===== config.mk =====
export PLATFORM = sky130hd
export DESIGN_NAME = panel_bus_arbiter_flat
export DESIGN_NICKNAME = d
export VERILOG_FILES = /design/src/rtl/panel_bus_pkg.sv /design/src/rtl/panel_bus_arbiter_if.sv /design/src/rtl/rr_pick.sv /design/src/rtl/panel_bus_arbiter.sv /design/src/flat_wrapper.sv
export SDC_FILE = /design/constraint.sdc
export NUM_CORES = 1
export LEC_CHECK = 0
export CAP_MARGIN = 10
export CORE_MARGIN = 2
export CORE_UTILIZATION = 38
export CTS_CLUSTER_DIAMETER = 150
export DETAILED_ROUTE_END_ITERATION = 12
export MAX_ROUTING_LAYER = met4
export PLACE_DENSITY = 0.81
export REMOVE_ABC_BUFFERS = 1
export SKIP_LAST_GASP = 1
export SLEW_MARGIN = 20
export SYNTH_ARGS = -nofsm -noshare
export SYNTH_HDL_FRONTEND = slang
export SYNTH_SLANG_ARGS = --single-unit
export TNS_END_PERCENT = 20

===== constraint.sdc =====
create_clock -name clock -period 2 [get_ports clock]
set_input_delay 0.3 -clock clock [delete_from_list [all_inputs] [get_ports clock]]
set_output_delay 0.3 -clock clock [all_outputs]
set_load 0.005 [all_outputs]

===== src/rtl/panel_bus_pkg.sv =====
// Shared definitions for the panel control write bus: arbiter state encoding
// and the default bus widths used by udp_panel_writer, ledpanel and the arbiter.
package panel_bus_pkg;

  typedef enum logic [1:0] {
    ST_IDLE  = 2'd0,
    ST_GRANT = 2'd1,
    ST_GAP   = 2'd2
  } arb_state_t;

  localparam int PANEL_EN_W   = 8;
  localparam int PANEL_WR_W   = 4;
  localparam int PANEL_ADDR_W = 16;
  localparam int PANEL_DATA_W = 24;

  // Index width for a requester count, never narrower than one bit.
  function automatic int id_width(input int n);
    return (n > 1) ? $clog2(n) : 1;
  endfunction

endpackage


===== src/rtl/panel_bus_arbiter_if.sv =====
// Requester-side handshake plus the shared ctrl_* write bus and arbiter status.
// The master side drives beats; the slave side is the arbiter.
interface panel_bus_arbiter_if
  import panel_bus_pkg::*;
#(
  parameter int NUM_REQ = 2,
  parameter int EN_W    = PANEL_EN_W,
  parameter int WR_W    = PANEL_WR_W,
  parameter int ADDR_W  = PANEL_ADDR_W,
  parameter int DATA_W  = PANEL_DATA_W
);
  localparam int ID_W = id_width(NUM_REQ);

  logic [NUM_REQ-1:0]        req_valid;
  logic [NUM_REQ-1:0]        req_last;
  logic [NUM_REQ-1:0]        req_ready;
  logic [NUM_REQ*EN_W-1:0]   req_en;
  logic [NUM_REQ*WR_W-1:0]   req_wr;
  logic [NUM_REQ*ADDR_W-1:0] req_addr;
  logic [NUM_REQ*DATA_W-1:0] req_wdat;

  logic [EN_W-1:0]           ctrl_en;
  logic [WR_W-1:0]           ctrl_wr;
  logic [ADDR_W-1:0]         ctrl_addr;
  logic [DATA_W-1:0]         ctrl_wdat;
  logic [ID_W-1:0]           grant_id;
  logic                      busy;
  logic                      timeout_pulse;

  modport master (
    output req_valid, req_last, req_en, req_wr, req_addr, req_wdat,
    input  req_ready, ctrl_en, ctrl_wr, ctrl_addr, ctrl_wdat,
    input  grant_id, busy, timeout_pulse
  );

  modport slave (
    input  req_valid, req_last, req_en, req_wr, req_addr, req_wdat,
    output req_ready, ctrl_en, ctrl_wr, ctrl_addr, ctrl_wdat,
    output grant_id, busy, timeout_pulse
  );

endinterface


===== src/rtl/rr_pick.sv =====
// Combinational round-robin picker: first set bit of req searching upward
// from ptr with wrap-around.
module rr_pick #(
  parameter int NUM_REQ = 2,
  parameter int ID_W    = 1
) (
  input  logic [NUM_REQ-1:0] req,
  input  logic [ID_W-1:0]    ptr,
  output logic [ID_W-1:0]    winner,
  output logic               any
);

  function automatic logic [ID_W-1:0] wrap_idx(input logic [ID_W-1:0] p, input int k);
    int s;
    s = int'(p) + k;
    if (s >= NUM_REQ) s = s - NUM_REQ;
    return ID_W'(s);
  endfunction

  always_comb begin
    winner = '0;
    any    = 1'b0;
    for (int k = 0; k < NUM_REQ; k++) begin
      if (!any && req[wrap_idx(ptr, k)]) begin
        any    = 1'b1;
        winner = wrap_idx(ptr, k);
      end
    end
  end

endmodule


===== src/rtl/panel_bus_arbiter.sv =====
// Round-robin, burst-locking arbiter for the panel control write bus with
// optional write pacing and a stall timeout that revokes a stuck grant.
module panel_bus_arbiter
  import panel_bus_pkg::*;
#(
  parameter int NUM_REQ    = 2,
  parameter int EN_W       = PANEL_EN_W,
  parameter int WR_W       = PANEL_WR_W,
  parameter int ADDR_W     = PANEL_ADDR_W,
  parameter int DATA_W     = PANEL_DATA_W,
  parameter int GAP_CYCLES = 0,
  parameter int TIMEOUT    = 1024
) (
  input logic                clock,
  input logic                resetn,
  panel_bus_arbiter_if.slave bus
);

  localparam int ID_W     = id_width(NUM_REQ);
  localparam int GAP_W    = (GAP_CYCLES > 1) ? $clog2(GAP_CYCLES) : 1;
  localparam int GAP_LAST = (GAP_CYCLES > 0) ? GAP_CYCLES - 1 : 0;
  localparam int STALL_W  = $clog2(TIMEOUT);

  arb_state_t          state;
  logic [ID_W-1:0]     owner;
  logic [ID_W-1:0]     rr_ptr;
  logic [ID_W-1:0]     pick_id;
  logic                pick_any;
  logic [GAP_W-1:0]    gap_cnt;
  logic [STALL_W-1:0]  stall_cnt;
  logic                burst_open;
  logic                timeout_q;
  logic                own_valid;
  logic                own_last;
  logic                accept;

  logic [EN_W-1:0]     ctrl_en_p1;
  logic [WR_W-1:0]     ctrl_wr_p1;
  logic [ADDR_W-1:0]   ctrl_addr_p1;
  logic [DATA_W-1:0]   ctrl_wdat_p1;

  function automatic logic [ID_W-1:0] next_id(input logic [ID_W-1:0] id);
    return (int'(id) == NUM_REQ - 1) ? '0 : id + ID_W'(1);
  endfunction

  rr_pick #(
    .NUM_REQ (NUM_REQ),
    .ID_W    (ID_W)
  ) u_rr_pick (
    .req    (bus.req_valid),
    .ptr    (rr_ptr),
    .winner (pick_id),
    .any    (pick_any)
  );

  assign own_valid = bus.req_valid[owner];
  assign own_last  = bus.req_last[owner];
  // Ready depends only on state and owner so requesters may wait on it safely.
  assign bus.req_ready = (state == ST_GRANT) ? (NUM_REQ'(1) << owner) : '0;
  assign accept        = (state == ST_GRANT) && own_valid;

  always_ff @(posedge clock or negedge resetn) begin
    if (!resetn) begin
      state        <= ST_IDLE;
      owner        <= '0;
      rr_ptr       <= '0;
      gap_cnt      <= '0;
      stall_cnt    <= '0;
      burst_open   <= 1'b0;
      timeout_q    <= 1'b0;
      ctrl_en_p1   <= '0;
      ctrl_wr_p1   <= '0;
      ctrl_addr_p1 <= '0;
      ctrl_wdat_p1 <= '0;
    end else begin
      // p1: accepted beat is driven for exactly one cycle, zeros otherwise
      timeout_q    <= 1'b0;
      ctrl_en_p1   <= '0;
      ctrl_wr_p1   <= '0;
      ctrl_addr_p1 <= '0;
      ctrl_wdat_p1 <= '0;
      if (accept) begin
        ctrl_en_p1   <= bus.req_en[int'(owner)*EN_W +: EN_W];
        ctrl_wr_p1   <= bus.req_wr[int'(owner)*WR_W +: WR_W];
        ctrl_addr_p1 <= bus.req_addr[int'(owner)*ADDR_W +: ADDR_W];
        ctrl_wdat_p1 <= bus.req_wdat[int'(owner)*DATA_W +: DATA_W];
      end

      case (state)
        ST_IDLE: begin
          if (pick_any) begin
            owner      <= pick_id;
            burst_open <= 1'b1;
            stall_cnt  <= '0;
            state      <= ST_GRANT;
          end
        end
        ST_GRANT: begin
          if (accept) begin
            stall_cnt <= '0;
            gap_cnt   <= '0;
            if (own_last) begin
              rr_ptr     <= next_id(owner);
              burst_open <= 1'b0;
              state      <= (GAP_CYCLES > 0) ? ST_GAP : ST_IDLE;
            end else if (GAP_CYCLES > 0) begin
              state <= ST_GAP;
            end
          end else if (stall_cnt == STALL_W'(TIMEOUT - 1)) begin
            // This stalled cycle would reach TIMEOUT: release the bus.
            rr_ptr     <= next_id(owner);
            burst_open <= 1'b0;
            stall_cnt  <= '0;
            timeout_q  <= 1'b1;
            state      <= ST_IDLE;
          end else begin
            stall_cnt <= stall_cnt + STALL_W'(1);
          end
        end
        ST_GAP: begin
          if (gap_cnt == GAP_W'(GAP_LAST)) begin
            gap_cnt <= '0;
            state   <= burst_open ? ST_GRANT : ST_IDLE;
          end else begin
            gap_cnt <= gap_cnt + GAP_W'(1);
          end
        end
        default: state <= ST_IDLE;
      endcase
    end
  end

  assign bus.ctrl_en       = ctrl_en_p1;
  assign bus.ctrl_wr       = ctrl_wr_p1;
  assign bus.ctrl_addr     = ctrl_addr_p1;
  assign bus.ctrl_wdat     = ctrl_wdat_p1;
  assign bus.grant_id      = owner;
  assign bus.busy          = (state != ST_IDLE);
  assign bus.timeout_pulse = timeout_q;

endmodule


===== src/flat_wrapper.sv =====
// flat-port wrapper written by rule: the top's interface ports become plain ports
module panel_bus_arbiter_flat import panel_bus_pkg::*;
#(
  parameter int NUM_REQ    = 2,
  parameter int EN_W       = PANEL_EN_W,
  parameter int WR_W       = PANEL_WR_W,
  parameter int ADDR_W     = PANEL_ADDR_W,
  parameter int DATA_W     = PANEL_DATA_W,
  parameter int GAP_CYCLES = 0,
  parameter int TIMEOUT    = 1024
)
  (clock, resetn, bus_req_valid, bus_req_last, bus_req_en, bus_req_wr, bus_req_addr, bus_req_wdat, bus_req_ready, bus_ctrl_en, bus_ctrl_wr, bus_ctrl_addr, bus_ctrl_wdat, bus_grant_id, bus_busy, bus_timeout_pulse);
  panel_bus_arbiter_if #(.NUM_REQ(NUM_REQ), .EN_W(EN_W), .WR_W(WR_W), .ADDR_W(ADDR_W), .DATA_W(DATA_W)) bus_i ();
  input logic clock;
  input logic resetn;
  input wire logic [$bits(bus_i.req_valid)-1:0] bus_req_valid;
  input wire logic [$bits(bus_i.req_last)-1:0] bus_req_last;
  input wire logic [$bits(bus_i.req_en)-1:0] bus_req_en;
  input wire logic [$bits(bus_i.req_wr)-1:0] bus_req_wr;
  input wire logic [$bits(bus_i.req_addr)-1:0] bus_req_addr;
  input wire logic [$bits(bus_i.req_wdat)-1:0] bus_req_wdat;
  output wire logic [$bits(bus_i.req_ready)-1:0] bus_req_ready;
  output wire logic [$bits(bus_i.ctrl_en)-1:0] bus_ctrl_en;
  output wire logic [$bits(bus_i.ctrl_wr)-1:0] bus_ctrl_wr;
  output wire logic [$bits(bus_i.ctrl_addr)-1:0] bus_ctrl_addr;
  output wire logic [$bits(bus_i.ctrl_wdat)-1:0] bus_ctrl_wdat;
  output wire logic [$bits(bus_i.grant_id)-1:0] bus_grant_id;
  output wire logic [$bits(bus_i.busy)-1:0] bus_busy;
  output wire logic [$bits(bus_i.timeout_pulse)-1:0] bus_timeout_pulse;
  assign bus_i.req_valid = bus_req_valid;
  assign bus_i.req_last = bus_req_last;
  assign bus_i.req_en = bus_req_en;
  assign bus_i.req_wr = bus_req_wr;
  assign bus_i.req_addr = bus_req_addr;
  assign bus_i.req_wdat = bus_req_wdat;
  assign bus_req_ready = bus_i.req_ready;
  assign bus_ctrl_en = bus_i.ctrl_en;
  assign bus_ctrl_wr = bus_i.ctrl_wr;
  assign bus_ctrl_addr = bus_i.ctrl_addr;
  assign bus_ctrl_wdat = bus_i.ctrl_wdat;
  assign bus_grant_id = bus_i.grant_id;
  assign bus_busy = bus_i.busy;
  assign bus_timeout_pulse = bus_i.timeout_pulse;
  panel_bus_arbiter #(.NUM_REQ(NUM_REQ), .EN_W(EN_W), .WR_W(WR_W), .ADDR_W(ADDR_W), .DATA_W(DATA_W), .GAP_CYCLES(GAP_CYCLES), .TIMEOUT(TIMEOUT)) u_core (.clock(clock), .resetn(resetn), .bus(bus_i));
endmodule

==> impl_results.md, run 1 <==
* Status: finished clean
* Minimum clock period at ~1.9 ns
* Worst Clk Skew at approximately 0.0064 ns
* WL/cell at about 14 µm
* Global-route wire length before repair at about 12,000 µm
* Util after Layout at 0.6659
* GR Overflow Total at 0
* CP max FO at 8
* Layout cell share with drive strength beyond 1 at 0.07583
* Clock tree buffer depth at 2
* Worst path top cell family by delay: buffers and inverters
* WP data arrival at about 1.6 ns
* CP Buf/Inv Count at 2
* XOR/XNOR share of the synthesized area at 0
* Synth area leader: dfrtp_1
* Worst IR Drop VDD at 0.0004637 V
* Port Buffers at about 170
* Worst R2R Path Depth at 5
* Synth top area share at 0.5805
* Crit path from: u_core.state[0]
* Starting Density at 0.3923
* Synth cell types at 36
* Syn Area/Cell at between 10 and 15 µm²
* I/O pin count at 167
* Syn-to-layout area delta at 69.74%
* Mux cell area share after synthesis at 0.2014
* Post-synthesis sequential area ratio at 0.5805
* Post-Syn Area at roughly 0.0028 mm²
* Slowest CP cell: dfrtp_1
* Commonest cells after routing, fill and taps aside: 165 x clkdlybuf4s50_1, 65 x dfrtp_1, 56 x nor2_1, 55 x mux2i_1, 9 x clkbuf_8
* CTS root buffer: clkbuf_8
* Register area at ~0.0017 mm²
* Filler Cell Count at between 500 and 600
* Initial DRC Count at 56
* Final Cycle Share at 0.9449
* DIE HEIGHT at 90.53 µm
* Final hold violations at 0
* Main combinational cell family by area after synthesis: multiplexers
* Vias in the first global route at between 2,000 and 3,000
* Fmax at roughly 530 MHz
* Max Cap Violations at 0
* Remaining antenna violation count at 0
* Worst-Skew Late Latency at between 0.3 and 0.4 ns
* Reg-to-reg critical path startpoint: u_core.stall_cnt[0]
* R2R Path End: u_core.rr_ptr
* Slew Viols, Final at 0
* RSZ-0062 raised after global routing: false
* Nets at between 500 and 600
* Critical path startpoint category: register
* Initial antenna violation count at 0
* Critical Path Max Stage Delay at approximately 0.50 ns
* Critical path depth at 3
* #FFs+latches synth at 66
* Commonest non-fill, non-tap cell in the layout: clkdlybuf4s50_1
* Initial DRT Pass Iterations at 4
* Vias/cell at about 4.7
* Final setup fails at 0
* Die Area at 0.008196 mm²
* Yosys Warn Count at 0
* Post-synthesis compound-gate area fraction at 0.05013
* Cell Pwr Density at 1120 mW/mm²
* Remaining DRCs at 0
* Largest net degree at the start of global routing at 67
* Tot GR Track Use at 0.1894
* Hold_ws at 0.5042 ns
* Critical Path RT at about 1.7 ns
* Number of gates resized after cts at 0
* Vias at about 2,400
* Worst setup path class: reg -> out
* GP Congestion at between 0.8 and 0.9
* Clk pin slew, worst setup/hold paths at around 0.070 ns
* Synth top area cells: dfrtp_1 58%, mux2i_1 19%, nor2_1 7.4%
* Static Leak at approximately 2.2 nW
* Critical-path cell list: inv_1 -> nor2_1 -> clkdlybuf4s50_1
* Placed wire-length estimate at between 5000 and 6000 µm
* Max H-tree Level at 3
* Worst Max-Slew Pin Slew at 0.5746 ns
* Multi-input logic area at 0.001115 mm²
* Simple-Gate Fraction of Synth Area at 0.1350
* Max_slew headroom at 0.6149
* Final wirelength at ~7500 µm
* Worst Hold Class: in -> async
* Core area at around 0.0073 mm²
* Synth Instances at ~250
* Synth Area in Adders at 0.004398
* CTS Buf Count at 9
* Site Rows at 31
* Diodes inserted at 0
* Die width at about 90 µm
* R2R Setup Slk at 0.36 ns
* CP Capture Point: bus_req_ready[0]
* TritonCTS clock tree: yes
* Clock net sink count at 66
* CP Capture Type: primary output
[power breakdown]
part,switching [mW],internal (mW),leakage (nW)
clock network,0.501,0.572,0.0917
registers,0.171,1.74,0.870
logic,1.01,1.41,1.24
[layout make-up]
cell class / count / area share
clock buffers: 9 / 0.02565
clock inverters: 6 / 0.01399
inverters: 4 / 0.003109
multi-input cells: 165 / 0.2308
flip-flops and latches: 66 / 0.3427
well taps: 99 / 0.02565
repair buffers: 172 / 0.3580
[worst reg2reg max path, cell delays in order (launching register included)]
cell and delay, ns:
dfrtp_1 0.41, ha_1 0.23, nand4_2 0.14, or3_4 0.40
a21oi_2 0.19, mux2i_1 0.19
[state kept, by name, indices dropped and copies added, names as in the netlist]
| register | flops |
|---|---|
| u_core.bus.ctrl_en | 8 |
| u_core.bus.ctrl_wr | 4 |
| u_core.stall_cnt | 10 |
| u_core.bus.ctrl_wdat | 24 |
| u_core.bus.ctrl_addr | 16 |
| u_core.bus.grant_id | 1 |
| u_core.state | 1 |
| u_core.bus.timeout_pulse | 1 |
| u_core.rr_ptr | 1 |
[kinds of logic after synthesis]
| logic type | count (synthesis) |
|---|---|
| compound gates | 22 |
| fa+ha+maj | 1 |
| buf+inv | 17 |
| flops | 66 |
| mux | 57 |
| simple gates | 85 |
[cell usage after synthesis]
cell type and n:
nand4_2 1, or2_1 1, nor2_2 1, and2_1 1, a21oi_1 2, nor4_1 1
dfrtp_1 66, o41ai_1 1, buf_2 11, clkbuf_1 1, mux2i_1 55, nand4_1 2
o21ai_1 3, nor2b_1 1, o31a_2 1, buf_4 1, nor3b_1 1, nand3_1 3
or3_1 3, nand2_1 9, a21oi_2 1, o21bai_1 1, a31oi_1 3, nor3_2 1
mux2_2 2, nor2_1 56, a32o_1 1, and3_1 1, o21ai_0 6, or3_4 1
nand2_2 1, and4_1 1, inv_1 4, a22o_1 1, a21o_1 2, ha_1 1
[worst min-delay path by stage]
stage                start                 endpoint  slack [ns]
finish              resetn    u_core.bus.ctrl_en[2]        0.50
global route        resetn    u_core.bus.ctrl_en[2]        0.55
CTS                 resetn    u_core.bus.ctrl_en[1]        0.51
detailed placement  resetn            u_core.rr_ptr        0.34
global placement    resetn    u_core.bus.ctrl_en[2]        0.34
floorplan           resetn  u_core.bus.ctrl_addr[0]       0.004
[per-stage QoR]
stage / area, µm² / TNS (ns) / total power [mW] / setup WS (ns) / std cells
global route: 4830 / 0 / 5.752 / 0.03018 / 521
floorplan: 2779 / -95.03 / 3.051 / -1.792 / 235
global placement: 4628 / 0 / 4.352 / 0.2964 / 505
finish: 4830 / 0 / 5.411 / 0.1101 / 521
CTS: 4830 / 0 / 5.516 / 0.07520 / 521
detailed placement: 4628 / 0 / 4.404 / 0.1758 / 505
[metal layers]
metal,routed length [µm],track usage
met5,0,-
met4,61,0.04744
met1,2685,0.1801
met2,4034,0.3470
met3,671,0.08431
[what timing repair did]
action | in CTS | in global routing
setup buffers | 0 | 0
hold buffers | 1 | 0
endpoints found under the hold margin | 66 | 0
setup endpoints to repair | 0 | 0
Power figures use the tool's default switching activity.
==> run 2, diff against run 1 <==
==> constraint.sdc (replaced) <==
create_clock -name clock -period 2 [get_ports clock]
set_input_delay 0.3 -clock clock [delete_from_list [all_inputs] [get_ports clock]]
set_output_delay 0.3 -clock clock [all_outputs]
set_load 0.01 [all_outputs]
==> impl_results.md, run 2 (same netlist as run 1, synthesis figures left out) <==
* CP Capture Type: primary output (unchanged)
* Remaining antenna violation count at 0 (unchanged)
* Tot GR Track Use at 0.1936 (was 0.1894)
* CTS root buffer: clkbuf_8 (unchanged)
* Post-route insts no fill at 530 (was 521)
* Vias in the first global route at 2,569 (was 2,585)
* Largest net degree at the start of global routing at 67 (unchanged)
* Worst IR Drop VDD at 0.0006743 V (was 0.0004637 V)
* Placed wire-length estimate at 5736 µm (was 5793 µm)
* Setup TNS at 0 ns (unchanged)
* Die Area at 0.008196 mm² (unchanged)
* Crit path from: u_core.state[0] (unchanged)
* Vias/cell at 4.736 (was 4.681)
* Clock net sink count at 66 (unchanged)
* Site Rows at 31 (unchanged)
* Clk pin slew, worst setup/hold paths at 0.07 ns (about the same)
* Die width at 90.53 µm (unchanged)
* WL/cell at 14.33 µm (was 14.30 µm)
* Critical path startpoint category: register (unchanged)
* WP data arrival at 1.54 ns (was 1.59 ns)
* Final hold violations at 0 (unchanged)
* Worst Max-Slew Pin Slew at 0.5304 ns (was 0.5746 ns)
* Vias at 2,510 (was 2,439)
* Worst Clk Skew at 0.008096 ns (was 0.006412 ns)
* Worst Hold Class: in -> async (unchanged)
* Initial antenna violation count at 0 (unchanged)
* Syn-to-layout area delta at 74.10% (was 69.74%)
* Critical Path RT at 1.70 ns (about the same)
* Max H-tree Level at 3 (unchanged)
* Clock tree buffer depth at 2 (unchanged)
* DIE HEIGHT at 90.53 µm (unchanged)
* Max Cap Violations at 0 (unchanged)
* Core area at 0.007253 mm² (unchanged)
* Critical-path cell list: inv_1 -> nor2_1 -> clkdlybuf4s50_1 (unchanged)
* Final wirelength at 7597 µm (was 7452 µm)
* Initial DRC Count at 116 (was 56)
* Fmax at 544.6 MHz (was 529.1 MHz)
* Slowest CP cell: clkdlybuf4s50_1 (was dfrtp_1)
* GR Overflow Total at 0 (unchanged)
* Layout cell share with drive strength beyond 1 at 0.09745 (was 0.07583)
* Max_slew headroom at 0.6445 (was 0.6149)
* Status: finished clean (unchanged)
* CTS Buf Count at 9 (unchanged)
* Reg-to-reg critical path startpoint: u_core.stall_cnt[0] (unchanged)
* Diodes inserted at 0 (unchanged)
* Slew Viols, Final at 0 (unchanged)
* Placed insts at 505 (unchanged)
* Remaining DRCs at 0 (unchanged)
* Worst setup path class: reg -> out (unchanged)
* Global-route wire length before repair at 12,150 µm (was 11,890 µm)
* Final setup fails at 0 (unchanged)
* CP max FO at 8 (unchanged)
* GP Congestion at 0.8471 (was 0.8672)
* Starting Density at 0.3923 (unchanged)
* Worst-Skew Late Latency at 0.33 ns (about the same)
* Port Buffers at 166 (unchanged)
* Critical Path Max Stage Delay at 0.54 ns (was 0.50 ns)
* Nets at 537 (was 529)
* Max FFs per register at 24 (unchanged)
* Initial DRT Pass Iterations at 4 (unchanged)
* Cell Area, Placed at 0.004628 mm² (unchanged)
* Cell Pwr Density at 1213 mW/mm² (was 1120 mW/mm²)
* Final Cycle Share at 0.9180 (was 0.9449)
* I/O pin count at 167 (unchanged)
* Fin area at 0.004954 mm² (was 0.004830 mm²)
* Commonest non-fill, non-tap cell in the layout: clkdlybuf4s50_1 (unchanged)
* Util after Layout at 0.6829 (was 0.6659)
* Commonest cells after routing, fill and taps aside: 165 x clkdlybuf4s50_1, 64 x dfrtp_1, 56 x nor2_1, 55 x mux2i_1, 10 x buf_4 (was 165 x clkdlybuf4s50_1, 65 x dfrtp_1, 56 x nor2_1, 55 x mux2i_1, 9 x clkbuf_8)
* TritonCTS clock tree: yes (unchanged)
* Minimum clock period at 1.836 ns (was 1.890 ns)
* RSZ-0062 raised after global routing: false (unchanged)
* R2R Setup Slk at 0.34 ns (was 0.36 ns)
* Static Leak at 2.278 nW (was 2.204 nW)
==> run 2: cell count changes in the layout (fill, tap and decap cells not counted) <==
cell / previous run / this run
dfrtp_1: 65 / 64
buf_12: 2 / 3
inv_6: 1 / 0
bufinv_16: 1 / 3
clkinv_4: 1 / 2
dfrtp_2: 0 / 1
buf_4: 3 / 10
clkinv_2: 1 / 2
clkinvlp_4: 2 / 0
==> run 2: area by class of cell <==
cell class / instances / area (µm²)
sequential: 66 / 1657
fill: 571 / 2300
tap: 99 / 123.9
clock buffer: 9 / 123.9
inverter: 4 / 15.01
multi-input combinational: 165 / 1115
timing repair buffer: 180 / 1802
clock inverter: 7 / 117.6
==> run 2: where the power goes <==
| part | total, mW | internal, mW | switching [mW] |
|---|---|---|---|
| Combinational | 2.77 | 1.54 | 1.23 |
| Sequential | 1.91 | 1.75 | 0.166 |
| Clock | 1.33 | 0.827 | 0.500 |
==> run 2: final timing paths <==
check                                           end  cells after the start
worst min register to register        u_core.rr_ptr                      2
worst min-delay path                  u_core.rr_ptr                      3
min in group clock                    u_core.rr_ptr                      2
max in group asynchronous       u_core.bus.grant_id                      3
worst max register to register        u_core.rr_ptr                      5
worst max-delay path               bus_req_ready[0]                      3
==> run 2: timing repair <==
action,in CTS,in global routing
setup buffers,0,8
resized for setup,0,1
hold buffers,1,0
endpoints found under the hold margin,66,0
setup endpoints to repair,0,2
==> run 2: layer usage <==
| metal | vias to the layer above | share of wire | wire, µm | track usage |
|---|---|---|---|---|
| li1 | 1205 | - | - | - |
| met1 | 1198 | 0.39 | 2931 | 0.2211 |
| met2 | 96 | 0.54 | 4085 | 0.3346 |
| met3 | 11 | 0.060 | 457 | 0.04508 |
| met4 | 0 | 0.016 | 123 | 0.06667 |
| met5 | - | 0 | 0 | - |
==> run 2: critical path: cells and delay by family, from the launching register on <==
family,cells,cell delay (ns)
buffers and inverters,2,0.66
and+or+nand+nor,1,0.11
DFF,1,0.44
==> run 2: through the flow <==
| step | power, mW | worst slack [ns] | hold slack [ns] |
|---|---|---|---|
| floorplan | 3.219 | -1.826 | 0.004409 |
| global placement | 4.518 | 0.2928 | 0.3418 |
| detailed placement | 4.575 | 0.2100 | 0.3438 |
| CTS | 5.925 | 0.009485 | 0.5258 |
| global route | 6.355 | 0.08255 | 0.5587 |
| finish | 6.009 | 0.1639 | 0.5071 |
==> run 3, diff against run 2 <==
--- a/config.mk
+++ b/config.mk
@@ -14,7 +14,7 @@
 export PLACE_DENSITY = 0.81
 export REMOVE_ABC_BUFFERS = 1
 export SKIP_LAST_GASP = 1
-export SLEW_MARGIN = 20
+export SLEW_MARGIN = 10
 export SYNTH_ARGS = -nofsm -noshare
 export SYNTH_HDL_FRONTEND = slang
 export SYNTH_SLANG_ARGS = --single-unit
==> results of run 3 <==
Same layout as run 2: the final DEF is identical, and so are final timing and power.
